===== src/rtl/video_timing_pkg.sv =====
// ---------------------------------------------------------------------------
// video_timing_pkg
// Shared video timing for the 256x240 display path. Both the sync generator
// and the framebuffer read the visible-area sizes from here so the two can
// never disagree about the raster geometry.
//
// Contents:
//   coord_t           9-bit unsigned beam coordinate type
//   H_* / V_*         raw porch, sync and visible sizes
//   H_SYNC_START/END, H_MAX, V_SYNC_START/END, V_MAX   derived positions
//   TIMING_OK         elaboration-time legality of the numbers above
// ---------------------------------------------------------------------------
package video_timing_pkg;

  localparam int COORD_W = 9;
  typedef logic [COORD_W-1:0] coord_t;

  localparam int H_DISPLAY = 256;
  localparam int H_BACK    = 23;
  localparam int H_FRONT   = 7;
  localparam int H_SYNC    = 23;

  localparam int V_DISPLAY = 240;
  localparam int V_TOP     = 5;
  localparam int V_BOTTOM  = 14;
  localparam int V_SYNC    = 3;

  // Sync pulses sit right after the front porch; the back porch closes the
  // line/frame, so the counters wrap straight from back porch into display.
  localparam int H_SYNC_START = H_DISPLAY + H_FRONT;
  localparam int H_SYNC_END   = H_SYNC_START + H_SYNC - 1;
  localparam int H_MAX        = H_DISPLAY + H_BACK + H_FRONT + H_SYNC - 1;

  localparam int V_SYNC_START = V_DISPLAY + V_BOTTOM;
  localparam int V_SYNC_END   = V_SYNC_START + V_SYNC - 1;
  localparam int V_MAX        = V_DISPLAY + V_TOP + V_BOTTOM + V_SYNC - 1;

  // Every field must be non-empty and both counters must fit in coord_t.
  localparam bit TIMING_OK =
      (H_DISPLAY >= 1) && (H_BACK >= 1) && (H_FRONT >= 1) && (H_SYNC >= 1) &&
      (V_DISPLAY >= 1) && (V_TOP >= 1) && (V_BOTTOM >= 1) && (V_SYNC >= 1) &&
      (H_MAX < (1 << COORD_W)) && (V_MAX < (1 << COORD_W));

endpackage


===== src/rtl/hvsync_generator_if.sv =====
// ---------------------------------------------------------------------------
// hvsync_generator_if
// Beam position and sync bundle from the sync generator to its consumers.
//
// Signals:
//   hsync, vsync   registered sync pulses, active high
//   display_on     beam inside the visible 256x240 area
//   hpos, vpos     current beam coordinates
// Modports:
//   master   the sync generator (drives everything)
//   slave    pixel/framebuffer logic (reads everything)
// ---------------------------------------------------------------------------
interface hvsync_generator_if;
  import video_timing_pkg::*;

  logic   hsync;
  logic   vsync;
  logic   display_on;
  coord_t hpos;
  coord_t vpos;

  modport master (output hsync, vsync, display_on, hpos, vpos);
  modport slave  (input  hsync, vsync, display_on, hpos, vpos);

endinterface


===== src/rtl/hvsync_generator_wrap_counter.sv =====
// ---------------------------------------------------------------------------
// wrap_counter
// Up-counter that runs 0..MAX and then returns to 0, advancing only while
// enable is high. wrap flags the enabled cycle on which count sits at MAX,
// i.e. the cycle whose edge takes it back to 0, so it can chain a second
// counter without extra latency.
//
// Ports:
//   clk      pixel clock
//   reset    synchronous, active low
//   enable   count this cycle
//   count    current value
//   wrap     enable && count == MAX (combinational)
// ---------------------------------------------------------------------------
module wrap_counter #(
  parameter int WIDTH = 9,
  parameter int MAX   = 308
) (
  input  logic             clk,
  input  logic             reset,
  input  logic             enable,
  output logic [WIDTH-1:0] count,
  output logic             wrap
);

  localparam logic [WIDTH-1:0] MAX_V = WIDTH'(MAX);

  assign wrap = enable && (count == MAX_V);

  // Reset beats both counting and wrapping.
  always_ff @(posedge clk) begin
    if (!reset) begin
      count <= '0;
    end else if (enable) begin
      count <= wrap ? '0 : count + 1'b1;
    end
  end

endmodule


===== src/rtl/hvsync_generator.sv =====
// ---------------------------------------------------------------------------
// hvsync_generator
// Raster timing for a 256x240 display: a horizontal pixel counter, a vertical
// line counter stepped at each line end, registered sync pulses and a
// combinational visible-area flag.
//
// Ports:
//   clk     pixel clock, all state changes on its rising edge
//   reset   synchronous, active low
//   vid     hvsync_generator_if.master: hsync, vsync, display_on, hpos, vpos
// ---------------------------------------------------------------------------
module hvsync_generator
  import video_timing_pkg::*;
(
  input  logic                clk,
  input  logic                reset,
  hvsync_generator_if.master  vid
);

  localparam coord_t H_SYNC_START_C = COORD_W'(H_SYNC_START);
  localparam coord_t H_SYNC_END_C   = COORD_W'(H_SYNC_END);
  localparam coord_t V_SYNC_START_C = COORD_W'(V_SYNC_START);
  localparam coord_t V_SYNC_END_C   = COORD_W'(V_SYNC_END);
  localparam coord_t H_DISPLAY_C    = COORD_W'(H_DISPLAY);
  localparam coord_t V_DISPLAY_C    = COORD_W'(V_DISPLAY);

  // Refuse to build with timing that would overflow the coordinates or
  // collapse a porch/sync field to nothing.
  if (!TIMING_OK) begin : g_illegal_timing
    $fatal(1, "hvsync_generator: illegal video timing parameters");
  end

  coord_t hpos;
  coord_t vpos;
  logic   h_wrap;
  logic   v_wrap;
  logic   hsync_q;
  logic   vsync_q;

  wrap_counter #(.WIDTH(COORD_W), .MAX(H_MAX)) u_h_counter (
    .clk    (clk),
    .reset  (reset),
    .enable (1'b1),
    .count  (hpos),
    .wrap   (h_wrap)
  );

  // The line counter only moves on the last pixel of each line.
  wrap_counter #(.WIDTH(COORD_W), .MAX(V_MAX)) u_v_counter (
    .clk    (clk),
    .reset  (reset),
    .enable (h_wrap),
    .count  (vpos),
    .wrap   (v_wrap)
  );

  // A frame can only end on a line end.
  a_frame_end_on_line_end : assert property (
    @(posedge clk) disable iff (!reset) v_wrap |-> h_wrap
  );

  // Syncs are decoded from the current position and registered, so each
  // pulse appears one clock after the position that starts it.
  always_ff @(posedge clk) begin
    if (!reset) begin
      hsync_q <= 1'b0;
      vsync_q <= 1'b0;
    end else begin
      hsync_q <= (hpos >= H_SYNC_START_C) && (hpos <= H_SYNC_END_C);
      vsync_q <= (vpos >= V_SYNC_START_C) && (vpos <= V_SYNC_END_C);
    end
  end

  assign vid.hpos       = hpos;
  assign vid.vpos       = vpos;
  assign vid.hsync      = hsync_q;
  assign vid.vsync      = vsync_q;
  assign vid.display_on = (hpos < H_DISPLAY_C) && (vpos < V_DISPLAY_C);

endmodule


===== src/flat_wrapper.sv =====
// flat-port wrapper written by rule: the top's interface ports become plain ports
module hvsync_generator_flat import video_timing_pkg::*;
  (clk, reset, vid_hsync, vid_vsync, vid_display_on, vid_hpos, vid_vpos);
  hvsync_generator_if vid_i ();
  input  logic clk;
  input  logic reset;
  output wire logic [$bits(vid_i.hsync)-1:0] vid_hsync;
  output wire logic [$bits(vid_i.vsync)-1:0] vid_vsync;
  output wire logic [$bits(vid_i.display_on)-1:0] vid_display_on;
  output wire logic [$bits(vid_i.hpos)-1:0] vid_hpos;
  output wire logic [$bits(vid_i.vpos)-1:0] vid_vpos;
  assign vid_hsync = vid_i.hsync;
  assign vid_vsync = vid_i.vsync;
  assign vid_display_on = vid_i.display_on;
  assign vid_hpos = vid_i.hpos;
  assign vid_vpos = vid_i.vpos;
  hvsync_generator u_core (.clk(clk), .reset(reset), .vid(vid_i));
endmodule

===== config.mk =====
export PLATFORM = sky130hd
export DESIGN_NAME = hvsync_generator_flat
export DESIGN_NICKNAME = d
export VERILOG_FILES = /design/src/rtl/video_timing_pkg.sv /design/src/rtl/hvsync_generator_if.sv /design/src/rtl/hvsync_generator_wrap_counter.sv /design/src/rtl/hvsync_generator.sv /design/src/flat_wrapper.sv
export SDC_FILE = /design/constraint.sdc
export NUM_CORES = 1
export LEC_CHECK = 0
export BUFFER_PORTS_ARGS = -buffer_cell sky130_fd_sc_hd__buf_4
export CAP_MARGIN = 20
export CORE_MARGIN = 2
export CORE_UTILIZATION = 56
export CTS_BUF_LIST = sky130_fd_sc_hd__clkbuf_4 sky130_fd_sc_hd__clkbuf_8 sky130_fd_sc_hd__clkbuf_16
export DETAILED_ROUTE_END_ITERATION = 10
export GPL_TIMING_DRIVEN = 0
export PLACE_DENSITY_LB_ADDON = 0.3
export SETUP_SLACK_MARGIN = 0.2
export SYNTH_ARGS = -nofsm -noshare
export SYNTH_HDL_FRONTEND = slang
export SYNTH_HIERARCHICAL = 1
export SYNTH_SLANG_ARGS = --single-unit

===== constraint.sdc =====
create_clock -name clk -period 4.1 [get_ports clk]
set_input_delay 1.23 -clock clk [delete_from_list [all_inputs] [get_ports clk]]
set_output_delay 1.23 -clock clk [all_outputs]
set_load 0.01 [all_outputs]

======== Yosys cells after proc, flatten, opt, wreduce, memory -nomap -nowiden ========
Index checks and enable logic that the tools add are counted.
storage, ports and cells
  bits in registers ....................... 20
  latch bits .............................. 0
  memory bits (writable) .................. 0
  bits in read-only memories .............. 0
  output and inout port bits .............. 21
  word-level logic and storage cells ...... 21
  memories kept ........................... 0
cells by class
  add/subtract/negate cells ............... 2
  multipliers ............................. 0
  divide/modulo/power cells ............... 0
  $lt $le $gt $ge ......................... 6
  equality and inequality tests ........... 2
  shifts and indexed selects .............. 0
  multiplexer cells ....................... 1
  bitwise logic cells ..................... 1
  reductions and logical operators ........ 5
operator list
  cell                                                        count
  adder 9 x 1 -> 9 bit, second input constant                 2
  == test 9 bit, second input constant                        2
  <= comparator 9 bit, second input constant                  2
  >= comparator 9 x 8 -> 1 bit, second input constant         1
  >= comparator 9 bit, second input constant                  1
  less-than comparator 9 x 8 -> 1 bit, second input constant  1
  less-than comparator 9 bit, second input constant           1
  2-to-1 mux 9 bit                                            1
  logical AND 1 bit                                           4
  OR reduction 2 bit                                          1
  NOT 1 bit                                                   1

======== Longest topological paths before layout ========
  word-level depth ........................ 3
  mapped depth ............................ 7
  mapped depth without buffers ............ 7

======== Hierarchy ========
The synthesis kept the hierarchy.
by module, submodules not included
  module                             times used  cells each  area each (um^2)
  wrap_counter (u_core.u_v_counter)  1           49          475.5
  wrap_counter (u_core.u_h_counter)  1           53          460.4
  hvsync_generator                   1           16          145.1

======== Worst setup path after synthesis ========
Ideal clock, no wire load.
  kind .................................... flip-flop to flip-flop
  from .................................... register u_core.u_h_counter.count[0]
  to ...................................... register u_core.u_v_counter.count[2]
  setup time .............................. 0.132 ns
  data arrival time ....................... 2.240 ns
  data required time ...................... 3.968 ns
  slack ................................... 1.728 ns
  stages on the path, launching flop included .. 8
  clock period less this slack ............ 2.372 ns
  cells stage by stage .................... dfxtp_1 > inv_1 > ha_1 > or4b_4 > nor3_2 > nand4b_2 > o41ai_4 > nor2_1
between the ends
  longest elaborated chain between the ends .. 3
ends and longest elaborated chain
  element                 RTL line                             source
  start, declared         hvsync_generator_wrap_counter.sv:22  output logic [WIDTH-1:0] count,
  start signal, assigned  hvsync_generator_wrap_counter.sv:35  count <= wrap ? '0 : count + 1'b1;
  == test 9 bit *         hvsync_generator_wrap_counter.sv:28  assign wrap = enable && (count == MAX_V);
  net u_core.h_wrap       hvsync_generator.sv:35               logic h_wrap;
  logical AND 1 bit       hvsync_generator_wrap_counter.sv:28
  2-to-1 mux 9 bit        hvsync_generator_wrap_counter.sv:35
  end signal, assigned    hvsync_generator_wrap_counter.sv:35
  end, declared           hvsync_generator_wrap_counter.sv:22
The timed path passes the listed nets; every way through them passes the cells marked *.
A chain may end at the register's enable or synchronous reset.

======== Final worst setup path ========
Same ends and word-level chain as after synthesis.

==> metrics.md <==
| Metric | Value |
|---|---|
| Status | completed |
| Area growth syn-to-layout | 20.3% |
| Primary FF master, synth | dfxtp_1 |
| GP Congestion | 0.839 |
| Largest net degree at the start of global routing | 14 |
| Worst-margin pin slew | 0.866 ns |
| Area of the multi-input gates | around 640 um^2 |
| Maximum vdd ir drop | 0.000235 V |
| Top-count cell post-synth | dfxtp_1 |
| Fillers | around 140 |
| Final hold viol count | 0 |
| Num CTS Buffers | 3 |
| Share of cells above drive strength 1 | 0.266 |
| CP arrival | approximately 3 ns |
| CTS max path bufs | 2 |
| Overall routing resource usage | 0.235 |
| First-pass GRT wire length | 3.84 mm |
| Cells after Synth | roughly 120 |
| Total Routed Length | between 2 and 2.5 mm |
| Row Count | 15 |
| DRC violations left | 0 |
| H-tree Lvls | 1 |
| CP Class | register to register |
| Hold_buf cts | 0 |
| Hold WC Path Type | register to register |
| Vias per inst | a little over 6 |
| Mapped Area | 0.00108 mm^2 |
| FF+latch area | 400 um^2 |
| Worst-path maximum fanout | 13 |
| Top cells by count, synth | dfxtp_1, nand2_1, o21ai_0, or3_1 |
| Sequential share of the synthesized area | 0.370 |
| CTS tree | built |
| Crit end category | register |
| #FFs+latches synth | 20 |
| Max-cap violations | 0 |
| CP required | around 4.3 ns |
| Antenna violations before repair | 0 |
| CTS resizes | 0 |
| Total global routing overflow | 0 |
| Setup Buffers After CTS | 0 |
| TritonRoute pass-1 iters | 4 |
| Yosys warnings | 6 |
| Max Clock Freq | 356 MHz |
| Die Y | approximately 48 um |
| Setup TNS Final | 0 ns |
| DR vias | roughly 1k |
| Post-synth EDFFs | 0 |
| Unique masters post-synth | 37 |
| First DRT Iteration DRCs | 44 |
| Die footprint | 0.00230 mm^2 |
| Final hold slack | 0.522 ns |
| Clock transition at path regs | ~0.11 ns |
| Vias in the first global route | approximately 900 |
| Post-detail-place hpwl | around 1.8 mm |
| FFs w/ async S/R, synth | 0 |
| Final period utilization | 0.686 |
| RSZ-0062 raised after global routing | false |
| IO Count | 23 |
| Area share of the largest cell type after synthesis | 0.370 |
| CP startpoint kind | register |
| Max-slew headroom | 0.419 |
| Horiz. Die Dim | between 40 and 50 um |
| Cell accounting for the most synthesized area | dfxtp_1 |
| Nets | 151 |
| Core area | approximately 0.0018 mm^2 |
| Antenna cells | 0 |
| Mean post-synth cell area | 9.16 um^2 |
| Initial Util | 0.613 |
| Clock Tree Root | clkbuf_4 |
| Routed len/inst | roughly 15 um |
| Final min period | around 2.8 ns |
| Leakage | around 0.51 nW |
| ANT nets after route | 0 |
| Setup violations, final | 0 |
| Syn Nets | about 120 |
| Max Slew Vio Count | 0 |
| Clk_skew | between 0.003 and 0.004 ns |
| Total power divided by cell area | between 200 and 250 mW/mm^2 |
| Clock sinks | 20 |
| Clk_lat worst skew | 0.29 ns |
| Synth top area cells | dfxtp_1, ha_1, or3_1 |
| PortBufs | 22 |
## worst paths after layout
path,slack (ns),cells after the start,start,to
hold reg to reg,0.52,2,u_core/u_h_counter/count[8],u_core/vid.hsync
setup / recovery,1.29,7,u_core/u_h_counter/count[0],u_core/u_v_counter/count[2]
setup reg to reg,1.29,7,u_core/u_h_counter/count[0],u_core/u_v_counter/count[2]
hold / removal,0.52,2,u_core/u_h_counter/count[8],u_core/vid.hsync
## routing by layer
| layer | wire (um) | global-route usage | part of all wire |
|---|---|---|---|
| met2 | 1190 | 0.368 | 0.48 |
| met1 | 1120 | 0.330 | 0.45 |
| met3 | 143 | 0.0453 | 0.058 |
| met4 | 12 | 0.0595 | 0.0049 |
| met5 | 0 | 0 | 0 |
## critical path: stages (launching register included)
cell and delay (ns):
dfxtp_1 0.37, inv_1 0.10, ha_1 0.16, or4b_4 0.48
nor3_2 0.67, nand4b_2 0.26, o41ai_4 0.55, nor2_1 0.11
## cell type report
class / count / share of cell area
multi-input cells: 89 / 0.496
flip-flops and latches: 20 / 0.308
repair buffers: 22 / 0.127
well taps: 25 / 0.0241
inverters: 7 / 0.0202
clock buffers: 3 / 0.0173
plain buffers: 2 / 0.00770
## logic make-up (layout without fill, tap and decap cells)
family / count (synthesis) / in the layout / synth area share
buffers and inverters: 9 / 34 / 0.0336
XOR/XNOR: 5 / 5 / 0.0405
flip-flops: 20 / 20 / 0.370
AND/OR/NAND/NOR: 52 / 52 / 0.336
other: 1 / 1 / 0.00347
adder cells (fa/ha/maj): 4 / 4 / 0.0463
AO/OA/AOI/OAI: 27 / 27 / 0.170
## power by group
group          leakage, nW  internal, mW  switching (mW)
clock network       0.0138        0.0342          0.0564
registers            0.161         0.196         0.00271
logic                0.334       0.00842          0.0113
total                0.509         0.239          0.0704
## through the flow
step / utilization / worst slack (ns) / instances / total power, mW / instance area [um^2]
floorplan: - / 1.73 / 118 / 0.214 / 1080
global placement: 0.724 / 1.47 / 165 / 0.221 / 1280
CTS: 0.737 / 1.32 / 168 / 0.313 / 1300
detailed placement: 0.724 / 1.35 / 165 / 0.222 / 1280
finish: 0.737 / 1.29 / 168 / 0.309 / 1300
global route: 0.737 / 1.12 / 168 / 0.322 / 1300
## cell usage in the layout (no fill, tap or decap), types with 2 or more instances in the layout
| cell type | Yosys | layout |
|---|---|---|
| o21ai_0 | 8 | 8 |
| nand3_1 | 2 | 2 |
| nor4_2 | 2 | 2 |
| a211oi_1 | 2 | 2 |
| a21oi_1 | 7 | 7 |
| nand4_2 | 2 | 2 |
| nand4b_1 | 2 | 2 |
| nand4_1 | 6 | 6 |
| dfxtp_1 | 20 | 20 |
| nor3_1 | 4 | 4 |
| xor2_1 | 5 | 5 |
| or3_1 | 8 | 8 |
| o21ai_1 | 3 | 3 |
| nand3b_1 | 4 | 4 |
| clkbuf_4 | 0 | 3 |
| inv_1 | 7 | 7 |
| nor2_1 | 3 | 3 |
| ha_1 | 4 | 4 |
| nand2_1 | 9 | 9 |
| buf_4 | 0 | 22 |
| buf_2 | 2 | 2 |
## state kept, by name, indices dropped and copies added (netlist names)
name / flops
u_core/u_v_counter/count: 9
u_core/vid.hsync: 1
u_core/u_h_counter/count: 9
u_core/vid.vsync: 1
Note: power is estimated with default switching activity, not from simulation.
